`src/rtl/rv32_pkg.sv`:
```
// rtl/rv32_pkg.sv - shared RV32I opcodes, immediate formats and widths
package rv32_pkg;

    localparam int XLEN       = 32;
    localparam int REG_ADDR_W = 5;

    localparam logic [6:0] OP     = 7'b0110011;
    localparam logic [6:0] OP_IMM = 7'b0010011;
    localparam logic [6:0] LOAD   = 7'b0000011;
    localparam logic [6:0] STORE  = 7'b0100011;
    localparam logic [6:0] BRANCH = 7'b1100011;
    localparam logic [6:0] JAL    = 7'b1101111;
    localparam logic [6:0] JALR   = 7'b1100111;
    localparam logic [6:0] LUI    = 7'b0110111;
    localparam logic [6:0] AUIPC  = 7'b0010111;

    typedef enum logic [2:0] {
        IMM_NONE,
        IMM_I,
        IMM_S,
        IMM_B,
        IMM_U,
        IMM_J
    } imm_type_e;

    function automatic imm_type_e imm_type_of(input logic [6:0] opcode);
        case (opcode)
            OP_IMM, LOAD, JALR: return IMM_I;
            STORE:              return IMM_S;
            BRANCH:             return IMM_B;
            LUI, AUIPC:         return IMM_U;
            JAL:                return IMM_J;
            default:            return IMM_NONE;
        endcase
    endfunction

endpackage

```
`src/rtl/imm_gen.sv`:
```
// rtl/imm_gen.sv - sign-extended RV32I immediate by format
module imm_gen
    import rv32_pkg::*;
(
    input  logic [31:7]     instr,
    input  imm_type_e       imm_type,
    output logic [XLEN-1:0] imm
);

    always_comb begin
        imm = '0;
        case (imm_type)
            IMM_I:   imm = {{20{instr[31]}}, instr[31:20]};
            IMM_S:   imm = {{20{instr[31]}}, instr[31:25], instr[11:7]};
            IMM_B:   imm = {{19{instr[31]}}, instr[31], instr[7], instr[30:25], instr[11:8], 1'b0};
            IMM_U:   imm = {instr[31:12], 12'b0};
            IMM_J:   imm = {{11{instr[31]}}, instr[31], instr[19:12], instr[20], instr[30:21], 1'b0};
            default: imm = '0;
        endcase
    end

endmodule

```
`src/rtl/decode_operand_stage.sv`:
```
// rtl/decode_operand_stage.sv - RV32I decode/operand stage with busy scoreboard and ID/EX register
module decode_operand_stage #(
    parameter int XLEN       = 32,
    parameter int REG_ADDR_W = 5
) (
    input  logic                  clk,
    input  logic                  clearAllN,
    input  logic [31:0]           instrIn,
    input  logic [XLEN-1:0]       pcIn,
    input  logic                  instrValid,
    output logic                  instrReady,
    output logic [REG_ADDR_W-1:0] addressRS1,
    output logic [REG_ADDR_W-1:0] addressRS2,
    output logic                  readEnable,
    input  logic [XLEN-1:0]       readRS1,
    input  logic [XLEN-1:0]       readRS2,
    input  logic                  wbEnable,
    input  logic [REG_ADDR_W-1:0] wbAddress,
    input  logic                  flush,
    output logic                  exValid,
    input  logic                  exReady,
    output logic [XLEN-1:0]       exPc,
    output logic [XLEN-1:0]       exRS1Data,
    output logic [XLEN-1:0]       exRS2Data,
    output logic [XLEN-1:0]       exImm,
    output logic [REG_ADDR_W-1:0] exRd,
    output logic [6:0]            exOpcode,
    output logic [2:0]            exFunct3,
    output logic                  exFunct7b5,
    output logic                  exRegWrite
);
    import rv32_pkg::*;

    localparam int NREG = 1 << REG_ADDR_W;

    logic [6:0]            opcode;
    logic [REG_ADDR_W-1:0] rs1, rs2, rd;
    logic                  uses_rs1, uses_rs2, writes_rd, reg_write;
    logic [XLEN-1:0]       imm;
    logic [NREG-1:1]       busy_r;
    logic [NREG-1:0]       busy;
    logic                  hz_rs1, hz_rs2, hz_rd, hazard;
    logic                  capture, handoff, wb_clear;

    assign opcode     = instrIn[6:0];
    assign rs1        = instrIn[19:15];
    assign rs2        = instrIn[24:20];
    assign rd         = instrIn[11:7];
    assign addressRS1 = rs1;
    assign addressRS2 = rs2;
    assign readEnable = instrValid;

    always_comb begin
        uses_rs1  = 1'b1;
        uses_rs2  = 1'b0;
        writes_rd = 1'b0;
        case (opcode)
            LUI, AUIPC, JAL: begin
                uses_rs1  = 1'b0;
                writes_rd = 1'b1;
            end
            OP: begin
                uses_rs2  = 1'b1;
                writes_rd = 1'b1;
            end
            STORE, BRANCH:      uses_rs2  = 1'b1;
            OP_IMM, LOAD, JALR: writes_rd = 1'b1;
            default: ;
        endcase
    end

    assign reg_write = writes_rd && (rd != '0);

    imm_gen u_imm_gen (
        .instr    (instrIn[31:7]),
        .imm_type (imm_type_of(opcode)),
        .imm      (imm)
    );

    // x0 never goes busy; the held ID/EX entry counts as in flight until handed off
    assign busy   = {busy_r, 1'b0};
    assign hz_rs1 = uses_rs1 && (rs1 != '0) && (busy[rs1] || (exValid && exRegWrite && exRd == rs1));
    assign hz_rs2 = uses_rs2 && (rs2 != '0) && (busy[rs2] || (exValid && exRegWrite && exRd == rs2));
    assign hz_rd  = reg_write && (busy[rd] || (exValid && exRegWrite && exRd == rd));
    assign hazard = hz_rs1 || hz_rs2 || hz_rd;

    assign instrReady = clearAllN && (!exValid || exReady) && !hazard && !flush;
    assign capture    = instrValid && instrReady;
    assign handoff    = exValid && exReady && exRegWrite && !flush;
    assign wb_clear   = wbEnable && (wbAddress != '0);

    // A set from handoff overrides a writeback clear of the same register
    always_ff @(posedge clk or negedge clearAllN) begin
        if (!clearAllN) begin
            busy_r <= '0;
        end else begin
            for (int i = 1; i < NREG; i++) begin
                if (handoff && exRd == REG_ADDR_W'(i))
                    busy_r[i] <= 1'b1;
                else if (wb_clear && wbAddress == REG_ADDR_W'(i))
                    busy_r[i] <= 1'b0;
            end
        end
    end

    always_ff @(posedge clk or negedge clearAllN) begin
        if (!clearAllN) begin
            exValid    <= 1'b0;
            exPc       <= '0;
            exRS1Data  <= '0;
            exRS2Data  <= '0;
            exImm      <= '0;
            exRd       <= '0;
            exOpcode   <= '0;
            exFunct3   <= '0;
            exFunct7b5 <= 1'b0;
            exRegWrite <= 1'b0;
        end else if (capture) begin
            exValid    <= 1'b1;
            exPc       <= pcIn;
            exRS1Data  <= readRS1;
            exRS2Data  <= readRS2;
            exImm      <= imm;
            exRd       <= rd;
            exOpcode   <= opcode;
            exFunct3   <= instrIn[14:12];
            exFunct7b5 <= instrIn[30];
            exRegWrite <= reg_write;
        end else if (flush || exReady) begin
            exValid    <= 1'b0;
        end
    end

endmodule

```
`config.mk`:
```
export PLATFORM = sky130hd
export DESIGN_NAME = decode_operand_stage
export DESIGN_NICKNAME = d
export VERILOG_FILES = /design/src/rtl/rv32_pkg.sv /design/src/rtl/imm_gen.sv /design/src/rtl/decode_operand_stage.sv
export SDC_FILE = /design/constraint.sdc
export NUM_CORES = 1
export LEC_CHECK = 0
export CAP_MARGIN = 20
export CORE_MARGIN = 1
export CORE_UTILIZATION = 45
export DETAILED_ROUTE_END_ITERATION = 10
export GPL_ROUTABILITY_DRIVEN = 0
export PLACE_DENSITY = 0.75
export SLEW_MARGIN = 10
export SYNTH_ARGS = -nofsm -noshare
export SYNTH_HDL_FRONTEND = slang
export SYNTH_HIERARCHICAL = 1
export SYNTH_SLANG_ARGS = --single-unit
export TNS_END_PERCENT = 1
```
`constraint.sdc`:
```
create_clock -name clk -period 4.1 [get_ports clk]
set_clock_uncertainty 0.2 [all_clocks]
set_input_delay 0.82 -clock clk [delete_from_list [all_inputs] [get_ports clk]]
set_output_delay 0.82 -clock clk [all_outputs]
set_load 0.005 [all_outputs]
```
[Yosys cells after proc, flatten, opt, wreduce, memory -nomap -nowiden]
Cells that the tools add are included.
Cells by class
  $lt $le $gt $ge: 3
  reduce and logical (&&, ||, !) cells: 131
  eq/ne operators: 79
  mux-type cells: 75
Operator list (number)
  == test 5 bit (second input constant): 32
  case mux 32 bit (5 select lines): 1
  == test 5 x 4 -> 1 bit (second input constant): 16
  logical AND 1 bit: 80
  2-to-1 mux 1 bit: 70
  nonzero test 2 bit: 32
  == test 5 x 3 -> 1 bit (second input constant): 8
  == test 7 x 6 -> 1 bit (second input constant): 3
  == test 7 bit (second input constant): 3
  == test 5 x 2 -> 1 bit (second input constant): 4
  nonzero test 5 bit: 4
  less-than comparator 5 x 6 -> 1 bit (second input constant): 3
  binary-select mux 1 bit (select 5 bit): 3
  == test 5 bit: 3
  case mux 3 bit (5 select lines): 1
  == test 7 x 5 -> 1 bit (second input constant): 2
  == test 5 x 1 -> 1 bit (second input constant): 2
  OR reduction 3 bit: 3
  == test 7 x 2 -> 1 bit (second input constant): 1
  logical OR 1 bit: 7
  OR reduction 7 bit: 1
  == test 3 x 2 -> 1 bit (second input constant): 2
  == test 3 bit (second input constant): 2
  == test 3 x 1 -> 1 bit (second input constant): 1
  2 further kinds: 4
Storage, ports and cells
  register bits after elaboration: 177
  output and inout port bits: 158

[Logic depth before layout (Yosys ltp)]
  depth after elaboration: 12
  depth in mapped cells: 11
  mapped depth without buffers: 8

[Modules after synthesis]
The synthesis kept the hierarchy.
By module, submodules not included
  decode_operand_stage: cells an instance 590, instances 1, area an instance 8568.2 um^2
  imm_gen: cells an instance 66, instances 1, area an instance 390.4 um^2

[Least setup slack after synthesis]
OpenSTA, ideal clock, no wires.
  path type: input to register
  start point: in instrIn[9]
  end point: reg exFunct3[0]
  data arrival time: 3.528 ns
  data required time: 3.775 ns
  setup time: 0.125 ns
  slack: 0.247 ns
  stages on the path: 10
  cells stage by stage: clkbuf_1 -> buf_2 -> mux4_1 -> mux4_2 -> mux2_2 -> o21a_1 -> nor4b_4 -> buf_8 -> buf_12 -> mux2_4
Between the ends
  word-level cells in the longest chain between the ends: 9
RTL lines
  start, declared: RTL line decode_operand_stage.sv:8  | input logic [31:0] instrIn,
  binary-select mux 1 bit (select 5 bit) / == test 5 bit (equally long branches): RTL line decode_operand_stage.sv:84  | assign hz_rd = reg_write && (busy[rd] || (exValid && exRegWrite && exRd == rd));
  2-to-1 mux 1 bit (implied by the code) / logical AND 1 bit (equally long branches): RTL line decode_operand_stage.sv:84
  logical OR 1 bit: RTL line decode_operand_stage.sv:84
  logical AND 1 bit (*): RTL line decode_operand_stage.sv:84
  logical OR 1 bit (*): RTL line decode_operand_stage.sv:85  | assign hazard = hz_rs1 || hz_rs2 || hz_rd;
  logical NOT 1 bit (*): RTL line decode_operand_stage.sv:87  | assign instrReady = clearAllN && (!exValid || exReady) && !hazard && !flush;
  logical AND 1 bit (*) (2 in series): RTL line decode_operand_stage.sv:87
  logical AND 1 bit (*): RTL line decode_operand_stage.sv:88  | assign capture = instrValid && instrReady;
  end signal, assigned: RTL line decode_operand_stage.sv:126  | exFunct3 <= instrIn[14:12];
  end, declared: RTL line decode_operand_stage.sv:28  | output logic [2:0] exFunct3,
Mark *: on every way between the ends. The rest lies on a longest branch, timed or not. The select of a mux whose other input is x is not followed.
A chain may end at the register's enable or synchronous reset.

[Worst setup path in the final report]
  start point: in instrIn[15]
  end point: out instrReady
Between the ends
  word-level cells in the longest chain between the ends: 9
RTL lines
  binary-select mux 1 bit (select 5 bit) / == test 5 bit (equally long branches): RTL line decode_operand_stage.sv:82  | assign hz_rs1 = uses_rs1 && (rs1 != '0) && (busy[rs1] || (exValid && exRegWrite && exRd == rs1));
  2-to-1 mux 1 bit (implied by the code) / logical AND 1 bit (equally long branches): RTL line decode_operand_stage.sv:82
  logical OR 1 bit: RTL line decode_operand_stage.sv:82
  logical AND 1 bit (*): RTL line decode_operand_stage.sv:82
  logical OR 1 bit (*) (2 in series): RTL line decode_operand_stage.sv:85
  logical NOT 1 bit (*): RTL line decode_operand_stage.sv:87
  logical AND 1 bit (*) (2 in series): RTL line decode_operand_stage.sv:87
  end, declared: RTL line decode_operand_stage.sv:11  | output logic instrReady,
Marked as above.

==> results.yml <==
placed_design:
  hpwl_um: 19300
  post-place-ws_ns: -0.702
  post_dp_cell_area_mm2: 0.0124
  portBuffers: 296
  placed_cells: 1228
worst_hold_path:
  min_path_cells: 1
  min_path_type: "register to register"
yosys:
  synth_cell_types: 55
  synth_top_cell_by_area: "dfrtp_1"
  ys_async_sr_fraction_pct: 100
  synthCells: 656
  avgSynthCellArea_um2: 13.7
  syn-num-nets: 795
  yosysSeqAreaShare_pct: 49.4
  synth_area_leaders: "dfrtp_1 49%, mux2_4 17%, mux2_1 5.7%"
  syn_area_mm2: 0.00896
  ys_warn_count: 6
  synth-edff-count: 0
  synth_top_area_share_pct: 49.4
  synth-main-ff-cell: "dfrtp_1"
  ys_ff_latch: 177
grt:
  grtUsageMet2_pct: 42.0
  track_usage_pct: 25.3
  grt_pass1_vias: 6775
  use_met1_pct: 30.6
  grt_overflow: 0
  grt_pass1_wl_um: 38700
  grt_max_degree: 178
  grt-busiest-layer: "met2"
  antenna_found_initial: 4
  grt_use_met3_pct: 7.28
sta:
  relSlewSlack_pct: 32.7
  worst_slew_pin_slew_ns: 1.01
  max_freq_ghz: 0.253
  rsz0062_at_grt: "false"
  slew_violations: 0
  finalHoldViolCount: 0
  worst_hold_slack_ns: 0.284
  timing.final.crit_share_pct: 96.6
  tns_ns: 0
  setup_viol: 0
  setup_ws_ns: 0.141
  finalCriticalPeriod_ns: 3.96
detailed_routing:
  drc: 0
  first_iter_violations: 426
  routed_wl_um: 25500
  via_per_inst: 5.29
  wl_per_cell_um: 20.2
  vias: 6685
  first_pass_iters: 5
  final_antenna_net_count: 0
floorplanning:
  rows: 51
  pin_count: 297
  die_w_um: 143
  dieArea_mm2: 0.0205
  die_height_um: 143
  floorplan.initialDensity_pct: 46.0
  core_mm2: 0.0195
critical_path:
  critPathKind: "primary input to output pin"
  crit_slowest_cell: "clkdlybuf4s50_1"
  cp.required_ns: 3.08
  critPathMaxStageDelay_ns: 0.52
  critPathCaptureType: "output pin"
  critPathArrivalTime_ns: 2.94
  crit_path_start_kind: "primary input"
  reg2reg_depth: 9
  path_cells: "clkdlybuf4s50_1 > buf_12 > mux4_2 > mux2_2 > o211ai_1 > a221oi_2 > nor3_1 > buf_2"
  path_max_fanout: 8
flow_run:
  maxCapViolations: 0
clock_tree:
  cts_hold_buf: 0
  cts_sinks: 177
  cts_inserted_buffers: 17
  clk_latency_ns: 0.43
  cts_tree: "done"
  clk_path_buf_depth: 2
  cts_setup_buffers: 0
  cts-root-buf: "clkbuf_16"
  cts.htree.levels: 4
  clkTransAtPathRegs_ns: 0.07
cells_and_area:
  fin_nets: 1121
  seqCellArea_mm2: 0.00443
  drive_gt1_share_pct: 22.3
  final_cells: 1263
  num-fill-cells: 1492
  finalInstanceArea_mm2: 0.0129
  multi_input_area_mm2: 0.00406
  areaGrowthSynthToFinish_pct: 44.6
  most-common-layout-cells: "291 x clkdlybuf4s50_1, 177 x dfrtp_1, 100 x mux2_4"
  final_common_cell: "clkdlybuf4s50_1"
pwr:
  p_leak_nw: 5.64
  vdd_ir_drop_max_uv: 272
  p_per_area_mw_per_mm2: 424
status:
  status: "complete, no violations"
through the flow:
stage                     power (W)  utilization [%]
after floorplan             0.00292                -
after global placement      0.00389             63.5
after detailed placement    0.00392             63.5
after CTS                   0.00555             66.5
after global routing        0.00576             66.5
final                       0.00550             66.5
worst max-delay path, delay by kind of cell:
kind,cells,cell delay [ns]
simple gates,1,0.19
buf+inv,3,0.83
mux,2,0.77
compound gates,2,0.32
layer usage:
| layer | share of wire, % | up-vias |
|---|---|---|
| li1 | - | 3025 |
| met1 | 40 | 3326 |
| met2 | 49 | 283 |
| met3 | 8.1 | 49 |
| met4 | 3.4 | 2 |
| met5 | 0.031 | - |
synthesized netlist by cell type, drive strengths merged (5+ instances only):
master,number
a21o,9
a21oi,5
and2,6
buf,38
clkbuf,11
dfrtp,177
mux2,152
mux2i,13
mux4,17
nand2,33
nand2b,13
nor2,14
nor2b,9
nor3,7
o21ai,78
or3,8
xnor2,8
xor2,7
layout make-up:
class                   count  share of cell area [%]
clock buffers              18                    3.31
diodes                      3                  0.0580
multi-input cells         426                    31.3
inverters                   4                   0.116
well taps                 265                    2.56
flip-flops and latches    177                    34.2
repair buffers            356                    27.1
clock inverters            14                    1.27
kinds of logic after synthesis:
family,count (synthesis),synth area share (%)
muxes,182,29.2
AOI/OAI and AO/OA,115,7.47
and+or+nand+nor,114,7.07
buffers and inverters,53,5.32
DFF,177,49.4
xor gates and xnor gates,15,1.47
sequential cells by signal (all words and copies together), names as in the netlist:
| register | flops |
|---|---|
| busy_r | 31 |
| exFunct3 | 3 |
| exFunct7b5 | 1 |
| exImm | 32 |
| exOpcode | 7 |
| exPc | 32 |
| exRS1Data | 32 |
| exRS2Data | 32 |
| exRd | 5 |
| exRegWrite | 1 |
| exValid | 1 |
power breakdown:
group | leakage [nW] | switching, W | total (W) | internal (W)
Sequential | 2.23 | 0.000214 | 0.00227 | 0.00206
Clock | 0.287 | 0.000786 | 0.00161 | 0.000825
Combinational | 3.13 | 0.000502 | 0.00161 | 0.00111
path summary, 6_finish.rpt:
kind,start,end,slack [ns]
min in group asynchronous,clearAllN,exOpcode[1]$_DFFE_PN0P_,0.34
max reg2reg,busy_r[17]$_DFFE_PN0P_,exRS2Data[28]$_DFFE_PN0P_,0.57
min reg2reg,exImm[23]$_DFFE_PN0P_,exImm[23]$_DFFE_PN0P_,0.28
max in group asynchronous,clearAllN,exImm[7]$_DFFE_PN0P_,2.57
max,instrIn[15],instrReady,0.14
min,exImm[23]$_DFFE_PN0P_,exImm[23]$_DFFE_PN0P_,0.28
timing repair:
item | CTS | global route
cloned | 0 | 0
pin swaps | 0 | 2
endpoints found under the hold margin | 0 | 0
resized for setup | 9 | 4
endpoints found under the setup margin | 125 | 1
(Power assumes the default switching activity.)
